===== src/rtl/arm_pkg.sv =====
// Shared definitions for the ARM datapath control slice.
// Holds the condition-code enumeration, the bit positions of the NZCV
// flags as they appear on ALUFlags/Flags ({V, C, N, Z}), and the bit
// positions inside the two-bit FlagW control.
package arm_pkg;

  // The sixteen values of the instruction's condition field (instr[31:28]).
  typedef enum logic [3:0] {
    COND_EQ = 4'h0,
    COND_NE = 4'h1,
    COND_CS = 4'h2,
    COND_CC = 4'h3,
    COND_MI = 4'h4,
    COND_PL = 4'h5,
    COND_VS = 4'h6,
    COND_VC = 4'h7,
    COND_HI = 4'h8,
    COND_LS = 4'h9,
    COND_GE = 4'hA,
    COND_LT = 4'hB,
    COND_GT = 4'hC,
    COND_LE = 4'hD,
    COND_AL = 4'hE,
    COND_NV = 4'hF
  } cond_t;

  // Flag bit positions, matching the ALU's ALUFlags ordering.
  localparam int FLAG_Z = 0;
  localparam int FLAG_N = 1;
  localparam int FLAG_C = 2;
  localparam int FLAG_V = 3;

  // FlagW bit positions: bit1 updates N,Z and bit0 updates C,V.
  localparam int FLAGW_NZ = 1;
  localparam int FLAGW_CV = 0;

endpackage


===== src/rtl/cond_check.sv =====
// Combinational condition checker.
// Decides whether an instruction's condition field passes against a set
// of NZCV flags. Kept free of state so the single-cycle and multicycle
// control paths can share it.
// Ports:
//   Cond     in  4 : condition field of the instruction
//   Flags    in  4 : {V, C, N, Z}
//   condpass out 1 : high when the condition holds
import arm_pkg::*;

module cond_check (
  input  logic [3:0] Cond,
  input  logic [3:0] Flags,
  output logic       condpass
);

  logic flag_n;
  logic flag_z;
  logic flag_c;
  logic flag_v;

  assign flag_n = Flags[FLAG_N];
  assign flag_z = Flags[FLAG_Z];
  assign flag_c = Flags[FLAG_C];
  assign flag_v = Flags[FLAG_V];

  // Decode the condition field against the flags. The 0xF encoding is
  // treated as "never" so that it can not branch or write anything.
  always_comb begin
    condpass = 1'b0;
    case (cond_t'(Cond))
      COND_EQ: condpass = flag_z;
      COND_NE: condpass = ~flag_z;
      COND_CS: condpass = flag_c;
      COND_CC: condpass = ~flag_c;
      COND_MI: condpass = flag_n;
      COND_PL: condpass = ~flag_n;
      COND_VS: condpass = flag_v;
      COND_VC: condpass = ~flag_v;
      COND_HI: condpass = flag_c & ~flag_z;
      COND_LS: condpass = ~flag_c | flag_z;
      COND_GE: condpass = (flag_n == flag_v);
      COND_LT: condpass = (flag_n != flag_v);
      COND_GT: condpass = ~flag_z & (flag_n == flag_v);
      COND_LE: condpass = flag_z | (flag_n != flag_v);
      COND_AL: condpass = 1'b1;
      default: condpass = 1'b0;
    endcase
  end

endmodule


===== src/rtl/cond_unit.sv =====
// Execute-stage condition unit.
// Holds the architectural NZCV register, evaluates the Execute
// instruction's condition against it, gates branch/register/memory write
// intents, updates the flags from the ALU, and registers the gated write
// controls into the Execute->Memory pipeline register.
// Ports:
//   clk, reset                : rising-edge clock, synchronous active-high reset
//   Cond, ALUFlags, FlagW     : condition field, ALU flags {V,C,N,Z}, flag write enables
//   PCS, RegW, MemW, NoWrite  : ungated control intents from decode
//   ValidE, StallE, FlushM    : pipeline validity, stall and flush controls
//   CondExE, PCSrcE           : combinational condition pass and branch-taken
//   Flags                     : registered {V,C,N,Z}
//   PCSrcM, RegWriteM, MemWriteM : registered gated controls for Memory
import arm_pkg::*;

module cond_unit (
  input  logic       clk,
  input  logic       reset,
  input  logic [3:0] Cond,
  input  logic [3:0] ALUFlags,
  input  logic [1:0] FlagW,
  input  logic       PCS,
  input  logic       RegW,
  input  logic       MemW,
  input  logic       NoWrite,
  input  logic       ValidE,
  input  logic       StallE,
  input  logic       FlushM,
  output logic       CondExE,
  output logic       PCSrcE,
  output logic [3:0] Flags,
  output logic       PCSrcM,
  output logic       RegWriteM,
  output logic       MemWriteM
);

  logic [3:0] flags_q;
  logic [3:0] flags_d;
  logic       pcsrc_m_q;
  logic       pcsrc_m_d;
  logic       reg_write_m_q;
  logic       reg_write_m_d;
  logic       mem_write_m_q;
  logic       mem_write_m_d;
  logic       condpass;
  logic       reg_write_e;
  logic       mem_write_e;

  // The condition is always judged against the registered flags, so an
  // instruction that both sets flags and is conditional sees the old ones.
  cond_check u_cond_check (
    .Cond     (Cond),
    .Flags    (flags_q),
    .condpass (condpass)
  );

  // Gate the decoded intents. A stalled instruction is not considered
  // executed this cycle; it will be evaluated again when it is released.
  always_comb begin
    CondExE     = ValidE & ~StallE & condpass;
    PCSrcE      = PCS & CondExE;
    reg_write_e = RegW & ~NoWrite & CondExE;
    mem_write_e = MemW & CondExE;
  end

  // Next flags: the N,Z and C,V halves load independently. FlushM is
  // deliberately not considered here; squashing E is done via ValidE.
  always_comb begin
    flags_d = flags_q;
    if (CondExE && FlagW[FLAGW_NZ]) begin
      flags_d[FLAG_N] = ALUFlags[FLAG_N];
      flags_d[FLAG_Z] = ALUFlags[FLAG_Z];
    end
    if (CondExE && FlagW[FLAGW_CV]) begin
      flags_d[FLAG_C] = ALUFlags[FLAG_C];
      flags_d[FLAG_V] = ALUFlags[FLAG_V];
    end
  end

  // Next E->M contents: flush beats stall beats a normal load. Both flush
  // and stall insert a bubble.
  always_comb begin
    pcsrc_m_d     = PCSrcE;
    reg_write_m_d = reg_write_e;
    mem_write_m_d = mem_write_e;
    if (FlushM || StallE) begin
      pcsrc_m_d     = 1'b0;
      reg_write_m_d = 1'b0;
      mem_write_m_d = 1'b0;
    end
  end

  always_ff @(posedge clk) begin
    if (reset) begin
      flags_q       <= 4'b0000;
      pcsrc_m_q     <= 1'b0;
      reg_write_m_q <= 1'b0;
      mem_write_m_q <= 1'b0;
    end else begin
      flags_q       <= flags_d;
      pcsrc_m_q     <= pcsrc_m_d;
      reg_write_m_q <= reg_write_m_d;
      mem_write_m_q <= mem_write_m_d;
    end
  end

  assign Flags     = flags_q;
  assign PCSrcM    = pcsrc_m_q;
  assign RegWriteM = reg_write_m_q;
  assign MemWriteM = mem_write_m_q;

endmodule


===== config.mk =====
export PLATFORM = sky130hd
export DESIGN_NAME = cond_unit
export DESIGN_NICKNAME = d
export VERILOG_FILES = /design/src/rtl/arm_pkg.sv /design/src/rtl/cond_check.sv /design/src/rtl/cond_unit.sv
export SDC_FILE = /design/constraint.sdc
export NUM_CORES = 1
export LEC_CHECK = 0
export BUFFER_PORTS_ARGS = -buffer_cell sky130_fd_sc_hd__buf_2
export CAP_MARGIN = 10
export CELL_PAD_IN_SITES_DETAIL_PLACEMENT = 0
export CELL_PAD_IN_SITES_GLOBAL_PLACEMENT = 1
export CORE_MARGIN = 8
export CORE_UTILIZATION = 33
export CTS_CLUSTER_SIZE = 8
export DETAILED_ROUTE_END_ITERATION = 16
export PLACE_DENSITY_LB_ADDON = 0.1
export SKIP_LAST_GASP = 1
export SYNTH_ARGS = -nofsm -noshare
export SYNTH_HDL_FRONTEND = slang
export SYNTH_SLANG_ARGS = --single-unit

===== constraint.sdc =====
create_clock -name clk -period 2.6 [get_ports clk]
set_input_delay 0.26 -clock clk [delete_from_list [all_inputs] [get_ports clk]]
set_output_delay 0.26 -clock clk [all_outputs]
set_load 0.1 [all_outputs]

### After elaboration in Yosys (flattened, before gate mapping)

Index checks and enable logic that the tools add are counted.

* equal/unequal tests: 16
* shift operators: 0
* multiply operators: 0
* magnitude comparators: 0
* bitwise gates (word level): 16
* mux-type cells: 1
* divide/modulo/power cells: 0
* reductions and logical operators: 5
* add/sub/neg operators: 0

Operators with widths (number)
* 4-bit == test, second input constant: 7
* 4-bit by 3-bit == test with 1-bit output, second input constant: 4
* 1-bit one-hot mux with 15 select lines: 1
* 1-bit bitwise AND: 8
* 4-bit by 2-bit == test with 1-bit output, second input constant: 2
* 1-bit inverter: 6
* 4-bit by 1-bit == test with 1-bit output, second input constant: 1
* 4-bit zero test: 1
* 1-bit logical AND: 2
* 1-bit bitwise OR: 2
* 2-bit OR reduction: 1
* 1-bit == test: 1
* 1-bit logical OR: 1
* 1-bit inequality test: 1

* memory bits (read-only): 0
* memory bits (writable): 0
* register bits after elaboration: 7
* logic and storage cells: 43
* bits in latches: 0
* memories: 0

### Longest topological paths before layout

* word-level depth: 5
* gate-level depth with buffers: 6

### By module

A second synthesis with hierarchy kept.

* cells, all modules: 58
* area total of the unflattened synthesis: 523.0 µm²

By module, submodules not included
* cond_unit: cells an instance 30, area an instance 329.1 µm², sequential area each 140.1 µm², instances 1
* cond_check: cells an instance 28, area an instance 193.9 µm², sequential area each 0.0 µm², instances 1

### Worst setup path before layout

No wires, ideal clock.

* path kind: register -> output
* start: reg flags_q[2], in the netlist Flags[2]
* end: out PCSrcE
* setup slack: -1.232 ns
* data arrival time: 3.572 ns
* data required time: 2.340 ns
* path buffers: 0
* cell stages (with the launch flop): 6
* path through: dfxtp_1 nor3b_2 o21ai_1 a311o_1 a31oi_2 and2_1

* cells in the longest elaborated chain, start to end: 5

Ends and longest elaborated chain
* start, declared: line cond_unit.sv:37 `logic [3:0] flags_q;`
* start signal, assigned: line cond_unit.sv:100 `flags_q <= flags_d;`
* 1-bit inverter: line cond_check.sv:35, cond_check.sv:41
* 1-bit bitwise OR: line cond_check.sv:41 `COND_LS: condpass = ~flag_c | flag_z;`
* 1-bit one-hot mux with 15 select lines *: line cond_check.sv:31 `case (cond_t'(Cond))`
* 1-bit bitwise AND *: line cond_unit.sv:60 `CondExE = ValidE & ~StallE & condpass;`
* net CondExE: line cond_unit.sv:29 `output logic CondExE,`
* 1-bit bitwise AND *: line cond_unit.sv:61 `PCSrcE = PCS & CondExE;`
* end, declared: line cond_unit.sv:30 `output logic PCSrcE,`

The timed path passes the listed nets; every way through them passes the cells marked *.

### Worst setup path after layout

* start: reg flags_q[0], in the netlist Flags[0]
* end: out PCSrcE

* cells in the longest elaborated chain, start to end: 5

Ends and longest elaborated chain (line)
* 1-bit inverter: cond_check.sv:33, cond_check.sv:40, cond_check.sv:44
* 1-bit bitwise AND (on tied branches): cond_check.sv:44, cond_check.sv:40
* 1-bit one-hot mux with 15 select lines *: cond_check.sv:31
* 1-bit bitwise AND *: cond_unit.sv:60
* 1-bit bitwise AND *: cond_unit.sv:61

Every way passes the cells marked *; elsewhere a longest branch is shown, timed or not.

==> impl_metrics.ini <==
[setup_path]
path_cells = and4bb_2, mux2i_1, a311o_1, a31oi_4, and2_4, buf_2
cp-end-kind = output pin
crit_path_max_fanout = 6
startpoint_type = register
crit_type = register to output pin
slowest_stage = buf_2
crit_path_max_incr_delay_ns = 0.41
critPathArrivalTime_ns = 2.09
required_ns = 2.34

[synthesis]
synth_common_cells = 8 x nand2b_1, 7 x dfxtp_1, 5 x mux2i_1, 5 x nand2_1, 3 x and3_1
avgSynthCellArea_um2 = 8.88
synthTopCellsByArea = dfxtp_1 25%, mux2i_1 8.9%, nand2b_1 8.9%
async_flop_share_pct = 0
synthCells = 63
seq_area_frac_synth_pct = 25.1
yosysTopAreaCellShare_pct = 25.1
synthFlopType = dfxtp_1
syn_area_um2 = 559
synth-seq-cells = 7
synth.distinct_cells = 33
yosysTopAreaCell = dfxtp_1
post-synth-top-count-cell = nand2b_1
mappedNetlistNets = 82
synth_edf_count = 0
synth_warnings = 0

[final_layout]
fin_nets = 111
postLayoutCellArea_um2 = 742
fillers = 184
areaGrowthSynthToFinish_pct = 32.7
drive_above_1_share_pct = 46.2
diodes = 0

[grt]
antenna_found_initial = 0
grt_pass1_wl_um = 2450
groute.usage.overall_pct = 9.05
grt_max_degree = 13
grt_pass1_vias = 579
grt_overflow_total = 0

[placed_design]
globalplace.congestion = 0.689
portBuffers = 27
dpl_cell_area_um2 = 716

[clock_network]
cts_tree = done
cts_sinks = 7
postCtsSetupRepairBufs = 0
cts_max_level = 1
numCtsBuffers = 3
cts_max_path_buffers = 2
postCtsResizedCells = 0
clock_latency_ns = 0.25
clkTransAtPathRegs_ns = 0.05
holdBufCountCts = 0
cts_root_buf = clkbuf_4

[timing]
post-route-period-util_pct = 90.4
rsz0062_at_grt = no
fin_setup_tns_ns = 0
final_max_slew_viol_count = 0
fmax_mhz = 425
fin_skew_ns = 0.00267
min_period_ns = 2.35
setup_viol = 0
max_slew_margin_pct = 67.4
finalHoldViolations = 0
tightest_slew_ns = 0.492

[pwr]
switching_share_pct = 33.0
power_switching_uw = 97.0
combPwrFrac_pct = 29.3
pwr-share-seq_pct = 36.9
vdd.ir_drop.worst_uv = 207
powerDensity_nw_per_um2 = 396
power.clock.fraction_pct = 33.8
p_int_uw = 197
power.leakage_nw = 0.339

[route]
route.met3.wl_um = 85
ant_nets = 0
route.met2.wl_um = 674
num_vias = 567
dr.max_layer_used = met4
wl_met1_um = 622
avgRoutedWirePerCell_um = 12.9
drc = 0
via_per_inst = 5.25
routed_wl_um = 1400
drtPass1Iterations = 2
dr.first_iter.drc_count = 2

[floorplan]
dieArea_um2 = 3270
io_pins = 28
rows = 15
initial_utilization_pct = 33.9
coreArea_um2 = 1650
chipHeight_um = 57.2
fp.dieW_um = 57.2

[status]
status = completed

[job]
max_cap_viol_count = 0

[worst_hold_path]
hp-class = primary input to register
-- cells in the final DEF, fill, tap and decap left out, types with 2 or more instances in the layout --
cell type / netlist / final
nor4_1: 2 / 2
inv_1: 2 / 2
dfxtp_1: 7 / 3
and3_1: 3 / 3
nand2_1: 5 / 5
nor3b_1: 2 / 2
nand2b_1: 8 / 8
a31oi_1: 2 / 2
xnor2_1: 2 / 2
dfxtp_4: 0 / 4
xor2_1: 2 / 2
clkbuf_4: 0 / 3
mux2i_1: 5 / 5
buf_2: 0 / 27
-- routing by layer --
metal	track usage, %	vias up
li1	-	291
met1	9.97	261
met2	14.6	13
met3	2.66	2
met4	6.04	0
met5	0	-
-- sequential cells by signal, indices dropped and copies added (netlist names) --
register and cells:
Flags 4, MemWriteM 1, PCSrcM 1, RegWriteM 1
-- power groups by stage --
stage | sequential [mW] | combinational (mW) | clock [mW]
finish | 0.109 | 0.0861 | 0.0994
global route | 0.109 | 0.0931 | 0.109
CTS | 0.109 | 0.0867 | 0.107
detailed placement | 0.111 | 0.0865 | 0
global placement | 0.111 | 0.0862 | 0
floorplan | 0.124 | 0.0537 | 0
-- cell type report --
class / instances / area (um2) / share of cell area (%)
inverters: 2 / 7.51 / 1.01
well taps: 17 / 21.3 / 2.87
multi-input cells: 50 / 389 / 52.4
clock buffers: 4 / 26.3 / 3.54
flip-flops and latches: 7 / 155 / 20.9
repair buffers: 28 / 143 / 19.2
-- stage by stage --
stage	setup slack [ns]	hold WS (ns)	total power [mW]	std cells	util, %
floorplan	0.0177	0.404	0.177	63	-
global placement	0.408	0.493	0.197	104	43.3
detailed placement	0.404	0.499	0.198	104	43.3
CTS	0.226	0.231	0.303	108	44.9
global route	0.150	0.244	0.311	108	44.9
finish	0.249	0.239	0.294	108	44.9
-- kinds of logic after synthesis --
| logic type | synth area share (%) |
|---|---|
| multiplexers | 8.95 |
| AO/OA/AOI/OAI | 12.3 |
| XOR/XNOR | 6.27 |
| buffers and inverters | 7.38 |
| AND/OR/NAND/NOR | 40.0 |
| flip-flops | 25.1 |
-- final timing paths --
check                   startpoint                    end  slack [ns]  cells after the start
min                           MemW   MemWriteM$_SDFF_PP0_        0.24                      2
max reg2reg  Flags[0]$_SDFFE_PP0P_  Flags[3]$_SDFFE_PP0P_        0.99                      5
min reg2reg  Flags[3]$_SDFFE_PP0P_  Flags[3]$_SDFFE_PP0P_        0.51                      2
max          Flags[0]$_SDFFE_PP0P_                 PCSrcE        0.25                      6
-- critical path: cells and delay by family (launching register included) --
kind            cells  cell delay [ns]
compound gates      2             0.57
simple gates        2             0.44
flops               1             0.36
buf+inv             1             0.41
mux                 1             0.06
Note: power is estimated with default switching activity, not from simulation.
